<file path="src/rtl/cs_addsub_pkg.sv">
// cs_addsub_pkg: shared types and sizing helpers for the pipelined
// carry-select adder/subtractor.
package cs_addsub_pkg;

   typedef enum logic {
      OP_ADD = 1'b0,
      OP_SUB = 1'b1
   } op_e;

   // Number of carry-select blocks across the operand.
   function automatic int NBLK_F(input int width, input int blk);
      return width / blk;
   endfunction

   // Number of pipeline stages; the last stage may hold fewer blocks.
   function automatic int NSTG_F(input int nblk, input int blk_per_stg);
      return (nblk + blk_per_stg - 1) / blk_per_stg;
   endfunction

endpackage

</file>
<file path="src/rtl/cs_addsub_if.sv">
// cs_addsub_if: valid/ready operand and result streams of cs_addsub_pipe.
// master drives operands and accepts results; slave is the datapath.
interface cs_addsub_if #(
   parameter int WIDTH = 20
);

   logic             in_valid;
   logic             in_ready;
   logic             mode_sub;
   logic [WIDTH-1:0] a;
   logic [WIDTH-1:0] b;
   logic             out_valid;
   logic             out_ready;
   logic [WIDTH-1:0] s;
   logic             co;
   logic             ovf;

   modport master (
      output in_valid, mode_sub, a, b, out_ready,
      input  in_ready, out_valid, s, co, ovf
   );

   modport slave (
      input  in_valid, mode_sub, a, b, out_ready,
      output in_ready, out_valid, s, co, ovf
   );

endinterface

</file>
<file path="src/rtl/cs_sel_block.sv">
// cs_sel_block: one carry-select slice. Both candidate sums (ci=0, ci=1)
// are formed in parallel; the incoming carry only drives the final mux.
module cs_sel_block #(
   parameter int BLK = 4
) (
   input  logic [BLK-1:0] a,
   input  logic [BLK-1:0] b,
   input  logic           ci,
   output logic [BLK-1:0] s,
   output logic           co
);

   logic [BLK:0] sum0;
   logic [BLK:0] sum1;

   assign sum0 = {1'b0, a} + {1'b0, b};
   assign sum1 = {1'b0, a} + {1'b0, b} + {{BLK{1'b0}}, 1'b1};

   assign {co, s} = ci ? sum1 : sum0;

endmodule

</file>
<file path="src/rtl/cs_addsub_pipe.sv">
// cs_addsub_pipe: pipelined carry-select adder/subtractor with valid/ready
// streaming and a global stall. Each stage resolves BLK_PER_STG blocks and
// forwards the resolved sum bits, the running carry and the remaining
// (already mode-inverted) operand bits to the next stage.
// Build option: APPROX_ADD_EN makes the low APPROX_BITS an OR of the
// operands with no carry out of that region and no +1 carry-in.
module cs_addsub_pipe
   import cs_addsub_pkg::*;
#(
   parameter int WIDTH       = 20,
   parameter int BLK         = 4,
   parameter int BLK_PER_STG = 2,
   parameter int APPROX_BITS = 4
) (
   input logic       clk,
   input logic       rst,
   cs_addsub_if.slave bus
);

   localparam int NBLK = NBLK_F(WIDTH, BLK);
   localparam int NSTG = NSTG_F(NBLK, BLK_PER_STG);
`ifdef APPROX_ADD_EN
   localparam int NAPX = APPROX_BITS / BLK;
   localparam bit APX  = 1'b1;
`else
   localparam int NAPX = 0;
   localparam bit APX  = 1'b0;
`endif

   if (WIDTH % BLK != 0) begin : g_chk_width
      $error("cs_addsub_pipe: WIDTH must be a multiple of BLK");
   end
   if ((APPROX_BITS % BLK != 0) || (APPROX_BITS >= WIDTH)) begin : g_chk_approx
      $error("cs_addsub_pipe: APPROX_BITS must be a multiple of BLK and below WIDTH");
   end

   op_e  op_in;
   logic inv;
   logic adv;
   logic ovf_d;
   logic ovf_q;

   // Per-stage register outputs, gathered so each stage can read its predecessor.
   logic [NSTG-1:0][WIDTH-1:0] st_s;
   logic [NSTG-1:0][WIDTH-1:0] st_a;
   logic [NSTG-1:0][WIDTH-1:0] st_b;
   logic [NSTG-1:0]            st_c;
   logic [NSTG-1:0]            st_v;

   assign op_in = op_e'(bus.mode_sub);
   assign inv   = (op_in == OP_SUB);

   // Global stall: the whole pipe moves only when the output slot is free.
   assign adv          = ~st_v[NSTG-1] | bus.out_ready;
   assign bus.in_ready = adv;

   for (genvar k = 0; k < NSTG; k++) begin : g_stg
      localparam int FB = k * BLK_PER_STG;
      localparam int NB = ((FB + BLK_PER_STG) <= NBLK) ? BLK_PER_STG : (NBLK - FB);

      logic [WIDTH-1:0]  op_a;
      logic [WIDTH-1:0]  op_b;
      logic [WIDTH-1:0]  s_in;
      logic              op_c;
      logic              v_in;
      logic [NB:0]       cy;
      logic [NB*BLK-1:0] sb;
      logic [WIDTH-1:0]  s_d;
      logic [WIDTH-1:0]  s_q;
      logic [WIDTH-1:0]  a_q;
      logic [WIDTH-1:0]  b_q;
      logic              c_d;
      logic              c_q;
      logic              v_q;

      if (k == 0) begin : g_in
         assign op_a = bus.a;
         assign op_b = bus.b ^ {WIDTH{inv}};
         assign op_c = inv & ~APX;
         assign s_in = '0;
         assign v_in = bus.in_valid & adv;
      end else begin : g_in
         assign op_a = st_a[k-1];
         assign op_b = st_b[k-1];
         assign op_c = st_c[k-1];
         assign s_in = st_s[k-1];
         assign v_in = st_v[k-1];
      end

      assign cy[0] = op_c;

      for (genvar i = 0; i < NB; i++) begin : g_blk
         localparam int J = FB + i;
         if (J < NAPX) begin : g_apx
            assign sb[i*BLK +: BLK] = op_a[J*BLK +: BLK] | op_b[J*BLK +: BLK];
            assign cy[i+1]          = 1'b0;
         end else begin : g_exact
            cs_sel_block #(
               .BLK (BLK)
            ) u_blk (
               .a  (op_a[J*BLK +: BLK]),
               .b  (op_b[J*BLK +: BLK]),
               .ci (cy[i]),
               .s  (sb[i*BLK +: BLK]),
               .co (cy[i+1])
            );
         end
      end

      // Merge this stage's resolved bits into the partial sum.
      always_comb begin
         s_d                      = s_in;
         s_d[FB*BLK +: NB*BLK]    = sb;
         c_d                      = cy[NB];
      end

      // Stage register: shifts on adv, holds on stall, cleared by reset.
      always_ff @(posedge clk or posedge rst) begin
         if (rst) begin
            s_q <= '0;
            a_q <= '0;
            b_q <= '0;
            c_q <= 1'b0;
            v_q <= 1'b0;
         end else if (adv) begin
            s_q <= s_d;
            a_q <= op_a;
            b_q <= op_b;
            c_q <= c_d;
            v_q <= v_in;
         end
      end

      assign st_s[k] = s_q;
      assign st_a[k] = a_q;
      assign st_b[k] = b_q;
      assign st_c[k] = c_q;
      assign st_v[k] = v_q;

      if (k == NSTG - 1) begin : g_ovf
         // Carry into the MSB recovered from the MSB sum bit and its operands.
         assign ovf_d = (s_d[WIDTH-1] ^ op_a[WIDTH-1] ^ op_b[WIDTH-1]) ^ cy[NB];
      end
   end

   // Overflow flag travels with the last stage register.
   always_ff @(posedge clk or posedge rst) begin
      if (rst) begin
         ovf_q <= 1'b0;
      end else if (adv) begin
         ovf_q <= ovf_d;
      end
   end

   assign bus.out_valid = st_v[NSTG-1];
   assign bus.s         = st_s[NSTG-1];
   assign bus.co        = st_c[NSTG-1];
   assign bus.ovf       = ovf_q;

endmodule
</file>
<file path="src/flat_wrapper.sv">
// flat-port wrapper written by rule: the top's interface ports become plain ports
module cs_addsub_pipe_flat import cs_addsub_pkg::*;
#(
   parameter int WIDTH       = 20,
   parameter int BLK         = 4,
   parameter int BLK_PER_STG = 2,
   parameter int APPROX_BITS = 4
)
  (clk, rst, bus_in_valid, bus_mode_sub, bus_a, bus_b, bus_out_ready, bus_in_ready, bus_out_valid, bus_s, bus_co, bus_ovf);
  cs_addsub_if #(.WIDTH(WIDTH)) bus_i ();
  input logic clk;
  input logic rst;
  input wire logic [$bits(bus_i.in_valid)-1:0] bus_in_valid;
  input wire logic [$bits(bus_i.mode_sub)-1:0] bus_mode_sub;
  input wire logic [$bits(bus_i.a)-1:0] bus_a;
  input wire logic [$bits(bus_i.b)-1:0] bus_b;
  input wire logic [$bits(bus_i.out_ready)-1:0] bus_out_ready;
  output wire logic [$bits(bus_i.in_ready)-1:0] bus_in_ready;
  output wire logic [$bits(bus_i.out_valid)-1:0] bus_out_valid;
  output wire logic [$bits(bus_i.s)-1:0] bus_s;
  output wire logic [$bits(bus_i.co)-1:0] bus_co;
  output wire logic [$bits(bus_i.ovf)-1:0] bus_ovf;
  assign bus_i.in_valid = bus_in_valid;
  assign bus_i.mode_sub = bus_mode_sub;
  assign bus_i.a = bus_a;
  assign bus_i.b = bus_b;
  assign bus_i.out_ready = bus_out_ready;
  assign bus_in_ready = bus_i.in_ready;
  assign bus_out_valid = bus_i.out_valid;
  assign bus_s = bus_i.s;
  assign bus_co = bus_i.co;
  assign bus_ovf = bus_i.ovf;
  cs_addsub_pipe #(.WIDTH(WIDTH), .BLK(BLK), .BLK_PER_STG(BLK_PER_STG), .APPROX_BITS(APPROX_BITS)) u_core (.clk(clk), .rst(rst), .bus(bus_i));
endmodule
</file>
<file path="config.mk">
export PLATFORM = sky130hd
export DESIGN_NAME = cs_addsub_pipe_flat
export DESIGN_NICKNAME = d
export VERILOG_FILES = /design/src/rtl/cs_addsub_pkg.sv /design/src/rtl/cs_addsub_if.sv /design/src/rtl/cs_sel_block.sv /design/src/rtl/cs_addsub_pipe.sv /design/src/flat_wrapper.sv
export SDC_FILE = /design/constraint.sdc
export NUM_CORES = 1
export LEC_CHECK = 0
export ABC_AREA = 1
export CAP_MARGIN = 40
export CORE_MARGIN = 3
export CORE_UTILIZATION = 30
export DETAILED_ROUTE_END_ITERATION = 8
export GPL_TIMING_DRIVEN = 0
export SLEW_MARGIN = 20
export SYNTH_ARGS = -nofsm -noshare
export SYNTH_HDL_FRONTEND = slang
export SYNTH_SLANG_ARGS = --single-unit
</file>
<file path="constraint.sdc">
create_clock -name clk -period 7.2 [get_ports clk]
set_clock_uncertainty 0.2 [all_clocks]
set_input_delay 1.44 -clock clk [delete_from_list [all_inputs] [get_ports clk]]
set_output_delay 1.44 -clock clk [all_outputs]
set_load 0.05 [all_outputs]
</file>
-- After elaboration in Yosys (flattened, before gate mapping)
Index checks and enable logic that the tools add are counted.
- flip-flop bits (word level): 131
- input port bits: 45
- output and inout port bits: 24
- add/subtract/negate cells: 10
- multiplexer cells: 5
- bitwise operators: 7
- operator list (operator ; number):
    adder 4 x 4 -> 5 bit ; 5
    adder 5 x 1 -> 5 bit (second input constant) ; 5
    2-to-1 mux 5 bit ; 5
    bitwise XOR 20 bit ; 1
    bitwise XOR 1 bit ; 3
    AND 1 bit ; 1
    NOT 1 bit ; 1
    OR 1 bit ; 1

-- Depth between registers and ports, before layout
Gate-level depths: netlist of the first run.
- depth in word-level cells: 6
- mapped depth: 17

-- Modules after synthesis
Synthesis of the first run repeated with hierarchy kept, for this count alone.
- cell total of the unflattened synthesis: 605
- area total of the unflattened synthesis: 4737.0 µm²
- by module, submodules not included (module ; instances ; cells an instance ; area each (µm²) ; sequential area each (µm²)):
    cs_addsub_pipe ; 1 ; 358 ; 3328.2 ; 2077.0
    cs_sel_block at u_core.g_stg[0].g_blk[0].g_exact.u_blk ... ; 3 ; 51 ; 292.8 ; 0.0
    cs_sel_block at u_core.g_stg[0].g_blk[1].g_exact.u_blk ... ; 2 ; 47 ; 265.3 ; 0.0

-- Worst setup path before layout of the first run
No wires, ideal clock.
- path kind: input -> output
- from: in bus_out_ready
- to: out bus_in_ready
- data arrival time: 2198 ps
- data required time: 5560 ps
- setup slack: 3362 ps
- cell stages on the path: 3
- cells stage by stage: nor2_2 -> inv_2 -> clkbuf_1
- longest elaborated chain between the ends: 1
- ends and longest elaborated chain (item ; RTL line ; source):
    start, declared ; flat_wrapper.sv:17 ; input wire logic [$bits(bus_i.out_ready)-1:0] bus_out_ready;
    OR 1 bit ; cs_addsub_pipe.sv:54 ; assign adv = ~st_v[NSTG-1] | bus.out_ready;
    end, declared ; flat_wrapper.sv:18 ; output wire logic [$bits(bus_i.in_ready)-1:0] bus_in_ready;
Every way passes these cells.

-- Worst setup path after layout of the first run
Ends and elaborated chain as after synthesis.

==> results of run 1 <==
-- registers in the layout, indices dropped and copies added, names as in the netlist --
name,cells
u_core.bus.co,1
u_core.bus.out_valid,1
u_core.bus.ovf,1
u_core.bus.s,20
u_core.g_stg.a_q,16
u_core.g_stg.b_q,16
u_core.g_stg.c_q,2
u_core.g_stg.s_q,24
u_core.g_stg.v_q,2
-- cell families (layout without fill, tap and decap cells) --
logic type,Yosys count,count (layout),synth area share
buffers and inverters,82,166,0.0730
AOI/OAI and AO/OA,60,60,0.0691
and+or+nand+nor,280,280,0.253
adders and majority gates,30,30,0.0902
xor gates and xnor gates,30,30,0.0607
DFF,83,83,0.454
-- critical path, delay by kind of cell --
kind | cells | cell delay (ps)
and+or+nand+nor | 1 | 80
buffers and inverters | 4 | 1930
-- final cells by class --
class,count,share of cell area
buffer,21,0.0182
clock buffer,10,0.0396
clock inverter,6,0.00822
inverter,61,0.0400
multi-input combinational,400,0.375
sequential,83,0.359
tap,184,0.0398
timing repair buffer,68,0.121
-- cell usage after synthesis, drive strengths merged --
master / count
a21oi: 10
o21ai: 45
buf: 10
o211ai: 1
xnor2: 21
ha: 25
clkinv: 1
fa: 5
nand2: 218
dfrtp: 83
or2: 1
xor2: 9
nand3: 30
o31ai: 2
clkbuf: 11
nor2: 21
o21a: 1
inv: 60
a211oi: 1
nand4: 7
nand3b: 3
-- routing by layer --
layer  vias to the layer above  wire length [µm]
met1                      1745              4640
met3                         6               534
li1                       1933                 -
met4                         0                65
met2                        68              5340
met5                         -                 0
-- stage by stage --
stage	cell area, µm²	setup WS, ps	total power (µW)	utilization
after CTS	5790	2050	2380	0.392
after global routing	5790	1960	2540	0.392
after global placement	5480	2060	1900	0.371
final	5790	2100	2350	0.392
after detailed placement	5510	2050	1940	0.373
after floorplan	4580	3360	1590	-
-- power groups by stage --
| stage | clock network [µW] | logic [µW] | registers [µW] |
|---|---|---|---|
| after floorplan | 0 | 623 | 965 |
| after global placement | 0 | 1140 | 765 |
| after detailed placement | 0 | 1170 | 770 |
| after CTS | 444 | 1170 | 762 |
| after global routing | 461 | 1300 | 783 |
| final | 432 | 1160 | 759 |
-- how the worst min path moves through the flow --
stage | startpoint | end | slack, ps | depth (start not counted)
after detailed placement | u_core.g_stg[0].b_q[18] | u_core.g_stg[1].b_q[18] | 260 | 2
final | u_core.g_stg[0].b_q[18] | u_core.g_stg[1].b_q[18] | 270 | 2
after floorplan | u_core.g_stg[1].v_q | u_core.bus.out_valid | 220 | 2
after global routing | u_core.g_stg[0].b_q[18] | u_core.g_stg[1].b_q[18] | 290 | 2
after CTS | u_core.g_stg[0].b_q[18] | u_core.g_stg[1].b_q[18] | 270 | 2
after global placement | u_core.g_stg[0].b_q[18] | u_core.g_stg[1].b_q[18] | 250 | 2
==> out/qor.yml, run 1 <==
outcome: "finished clean"
rr_worst_depth: 12
p_int_uw: 1310
syn-num-nets: 640
start_util: 0.310
die_y_um: 130
viasPerCell: 4.50
slowest_delay_ps: 910
path_max_fanout: 10
min_period_over_period: 0.709
synth.yosys.seq_area_share: 0.454
reg2reg_from: "u_core.g_stg[0].b_q[8]"
cp_common_cell: "clkdlybuf4s50_1"
clock-sinks: 83
met3_usage: 0.0322
power.density_nw_per_um2: 406
die_area_um2: 16800
hold_viol_final: 0
ff2ff_setup_slack_ps: 4750
cts_resized: 0
setup_viol: 0
yosysWarnings: 0
whs_ps: 271
max_freq_mhz: 196
avgSynthCellArea_um2: 8.10
num_vias: 3752
clkPwrFrac: 0.184
diodes: 0
crit_arrival_ps: 3460
ioPinCount: 69
port_buffers: 67
cp_slowest_cell: "clkdlybuf4s50_1"
startpoint_type: "primary input"
antenna_found_initial: 0
tns_ps: 0
cts_made_buffers: 9
std_cell_rows: 44
netlist_area_um2: 4580
cp.required_ps: 5560
critPathKind: "primary input to output port"
p_seq_frac: 0.323
ys_ff_latch: 83
drt_iter0_markers: 210
coreArea_um2: 14800
crit_chain: "clkdlybuf4s50_1 -> nor2_2 -> inv_2 -> clkbuf_1 -> clkdlybuf4s50_1"
met1_usage: 0.166
combPwrFrac: 0.493
die_w_um: 130
firstDrtPassIters: 4
synth_top_area_cell: "dfrtp_1"
instances_no_fill: 833
max_slew_margin: 0.600
end_kind: "output port"
clk_latency_ps: 340
final_common_cell: "nand2_1"
cts.path.max_buffers: 2
period_needed_ps: 5100
vdd_drop_max_uv: 134
multiInputGateArea_um2: 2170
busiest_layer: "met2"
p_leak_uw: 0.00284
grt_util_all_layers: 0.134
dp_hpwl_um: 8130
dp.cells: 817
grt_pass1_vias: 3754
layout_common_cells: "nand2_1, dfrtp_1, clkdlybuf4s50_1"
synthCells: 565
grt_pass1_wl_um: 17800
antenna_left: 0
clk_pin_slew_worst_paths_ps: 70
cts-root-buf: "clkbuf_16"
cts_tree: "done"
met2_usage: 0.237
nets: 719
routed_wl_um: 10600
drc: 0
gp_congestion: 0.851
cap_violations: 0
synth_area_leaders: "dfrtp_1, nand2_1, ha_1, o21ai_0, inv_1"
grt_max_degree: 54
ys_types: 32
htree_num_levels: 3
crit_start: "bus_out_ready"
crit_end: "bus_in_ready"
n_fill_cell: 1503
synth_top_area_frac: 0.454
postCtsHoldBufs: 0
hold_class: "flop to flop"
avgRoutedWirePerCell_um: 12.7
finalMaxSlewViolations: 0
p_sw_uw: 1040
post_cts_buffers: 0
rsz0062_at_grt: "false"
drive_gt1_frac: 0.0709
synthToLayoutAreaGrowth_pct: 26.4
overflow: 0
seq_area_um2: 2080
reg2reg_to: "u_core.g_stg[1].s_q[14]"
tightest_slew_ps: 600
p_sw_frac: 0.443
Power figures use the tool's default switching activity.
==> run 2, diff against run 1 <==
clock period = 5.2 ns   (was 7.2 ns; I/O delays follow)
==> results of run 2 <==
The final DEF is identical to that of run 1. Status: finished clean.
Main changes from that run: setup slack after placement 2050 ps -> 853 ps; setup slack after layout 2100 ps -> 897 ps; register-to-register setup slack 4750 ps -> 2750 ps; total power 2350 µW -> 3250 µW; worst IR drop on VDD 134 µV -> 186 µV
==> RTL change, RTL diff (config.mk and constraints of run 1) <==
`BLK_PER_STG` is set to 2 in 2 places; all go to 4.
--- a/src/rtl/cs_addsub_pipe.sv
+++ b/src/rtl/cs_addsub_pipe.sv
@@ -9,7 +9,7 @@
 #(
    parameter int WIDTH       = 20,
    parameter int BLK         = 4,
-   parameter int BLK_PER_STG = 2,
+   parameter int BLK_PER_STG = 4,
    parameter int APPROX_BITS = 4
 ) (
    input logic       clk,
--- a/src/flat_wrapper.sv
+++ b/src/flat_wrapper.sv
@@ -3,7 +3,7 @@
 #(
    parameter int WIDTH       = 20,
    parameter int BLK         = 4,
-   parameter int BLK_PER_STG = 2,
+   parameter int BLK_PER_STG = 4,
    parameter int APPROX_BITS = 4
 )
   (clk, rst, bus_in_valid, bus_mode_sub, bus_a, bus_b, bus_out_ready, bus_in_ready, bus_out_valid, bus_s, bus_co, bus_ovf);
Function: changed (Yosys sat finds a counterexample within 4 cycles, from zero or initial values and one cycle with rst high).
==> RTL change against run 1 <==
  * Power decreased by 44%
  * Sequential cell count fell by 34
  * Combinational power decreased by 43%
  * Final area fell by 27%
  * Utilization is 1.4 points higher
  * Die area is 28% lower
  * Register-to-register slack improved by 0.12 ns
  * Setup slack worse by 0.40 ns
  * Sequential share of layout area is 6.9 points lower
  * Wire length shrank 31%
  * Area after synthesis shrank 29%
==> RTL change: results (changes against run 1) <==
| Metric | Value |
|---|---|
| R2r endpoint | `u_core.bus.ovf` |
| Clock transition at path regs | `0.08 ns` |
| CTS resizes | `0 (unchanged)` |
| Crit path capture | `bus_in_ready` |
| Max Cap Viol | `0 (unchanged)` |
| Async set-or-reset flop fraction in the synthesized netlist | `1.00 (unchanged)` |
| Net Switching | `0.566 mW (-46%)` |
| Syn Inst Count | `407 (-28%)` |
| Number of flip-flops in the largest register | `20 (-17%)` |
| Top cells by count, synth | `nand2_1, dfrtp_1, inv_1` |
| Worst skew pair latency | `0.30 ns (-0.04 ns)` |
| CTS max path bufs | `2 (unchanged)` |
| Nets@finish | `557 (-23%)` |
| Drt via density | `4.44 (-1.4%)` |
| Syn Nets | `482 (-25%)` |
| HP Start | `u_core.g_stg[0].s_q[13]` |
| CP max stage cell | `clkdlybuf4s50_1` |
| DR iter-0 viols | `88 (-58%)` |
| H-Tree Depth | `2 (-1)` |
| Hold crit path type | `reg -> reg` |
| Ys Warns | `0 (unchanged)` |
| Post-synthesis compound-gate area fraction | `0.0798 (+0.0106)` |
| First-pass GRT wire length | `12400 µm (-30%)` |
| R2R Setup Slk | `4.87 ns (+0.12 ns)` |
| Hpwl dp | `5860 µm (-28%)` |
| Cells after DPL | `611 (-25%)` |
| Worst Reg-to-Reg Cells | `10 (-2)` |
| Clock Tree Root | `clkbuf_8` |
| Largest net degree at the start of global routing | `29 (-46%)` |
| WL final | `7350 µm (-31%)` |
| Leakage | `2.06 nW (-28%)` |
| Synth Area in XOR/XNOR | `0.0895 (+0.0288)` |
| CP peak stage delay | `0.89 ns (-0.02 ns)` |
| Per-cell routed wire length | `11.9 µm (-6.5%)` |
| Outcome | `finished clean` |
| TritonRoute pass-1 iters | `4 (unchanged)` |
| Layout cell share with drive strength beyond 1 | `0.0559 (-0.0150)` |
| Mux cell area share after synthesis | `0 (unchanged)` |
| Launching point of the worst reg2reg path | `u_core.g_stg[0].b_q[16]` |
| Worst-Margin Slew | `0.605 ns (+0.00497 ns)` |
| Gr usage total | `0.129 (-0.00544)` |
| I/O Buffers | `67 (unchanged)` |
| Post-CTS Setup Repair Bufs | `0 (unchanged)` |
| Top cells by area, synth | `dfrtp_1, nand2_1, ha_1` |
| Worst EP arrival | `3.86 ns (+0.40 ns)` |
| Vias in the first global route | `2709 (-28%)` |
| Total CTS buffers | `5 (-4)` |
| Routability cong. | `0.799 (-6.0%)` |
| Register area share after synthesis | `0.380 (-0.0741)` |
| Cells on Worst Hold Path | `2 (unchanged)` |
| Netlist cell types | `32 (unchanged)` |
| Post-Synth Adder-Cell Area | `0.128 (+0.0376)` |
| Crit. Startpoint | `bus_out_ready` |
| Max VDD drop | `0.134 mV (-0.38%)` |
## RTL change: changes by cell type after synthesis, sizes merged, moves of 4 or more
cell	change
nand4	-4
nand2	-91
inv	-12
o21ai	-13
dfrtp	-34
xor2	+16
clkbuf	-5
xnor2	-13
## RTL change: how the worst min path moves through the flow
stage / to
after global routing: u_core.bus.out_valid
final: u_core.bus.s[13]
after floorplan: u_core.bus.out_valid
after CTS: u_core.bus.s[13]
after global placement: u_core.bus.out_valid
after detailed placement: u_core.bus.s[13]
## RTL change: kinds of logic after synthesis
| kind of cell | count (synthesis) |
|---|---|
| simple gates | 185 |
| fa+ha+maj | 30 |
| xor+xnor | 33 |
| compound gates | 49 |
| flops | 49 |
| buf+inv | 61 |
## RTL change: final cells by class
class                           count  area [µm²]
Timing Repair Buffer               68         691
Sequential cell                    49        1230
Clock inverter                      3        68.8
Inverter                           48         180
Multi-Input combinational cell    297        1760
Buffer                             13        60.1
Clock buffer                        5        68.8
Tap cell                          136         170
Fill cell                        1094        6190
## RTL change: worst max-delay path, delay by kind of cell
family / cells / cell delay [ns]
buffers and inverters: 5 / 2.33
and+or+nand+nor: 1 / 0.09
## RTL change: metrics by stage
step | area (µm²) | worst slack [ns] | total power [mW] | hold slack [ns]
4_1_cts | 4230 | 1.70 | 1.32 | 0.276
3_3_place_gp | 4070 | 1.71 | 1.07 | 0.244
2_1_floorplan | 3230 | 3.07 | 0.872 | 0.220
5_1_grt | 4230 | 1.54 | 1.41 | 0.297
3_5_place_dp | 4090 | 1.71 | 1.09 | 0.254
6_report | 4230 | 1.70 | 1.31 | 0.276
## RTL change: per-layer routing
metal / GRT usage / part of all wire / vias to the layer above
met5: 0 / 0 / -
met4: 0.0294 / 0.013 / 0
met3: 0.0223 / 0.044 / 8
met2: 0.224 / 0.47 / 51
met1: 0.167 / 0.47 / 1247
li1: - / - / 1444
## RTL change: power by group through the flow
stage | clock [mW] | sequential [mW] | combinational (mW)
2_1_floorplan | 0 | 0.588 | 0.284
3_3_place_gp | 0 | 0.420 | 0.647
3_5_place_dp | 0 | 0.423 | 0.662
4_1_cts | 0.239 | 0.418 | 0.665
5_1_grt | 0.251 | 0.428 | 0.730
6_report | 0.234 | 0.417 | 0.657
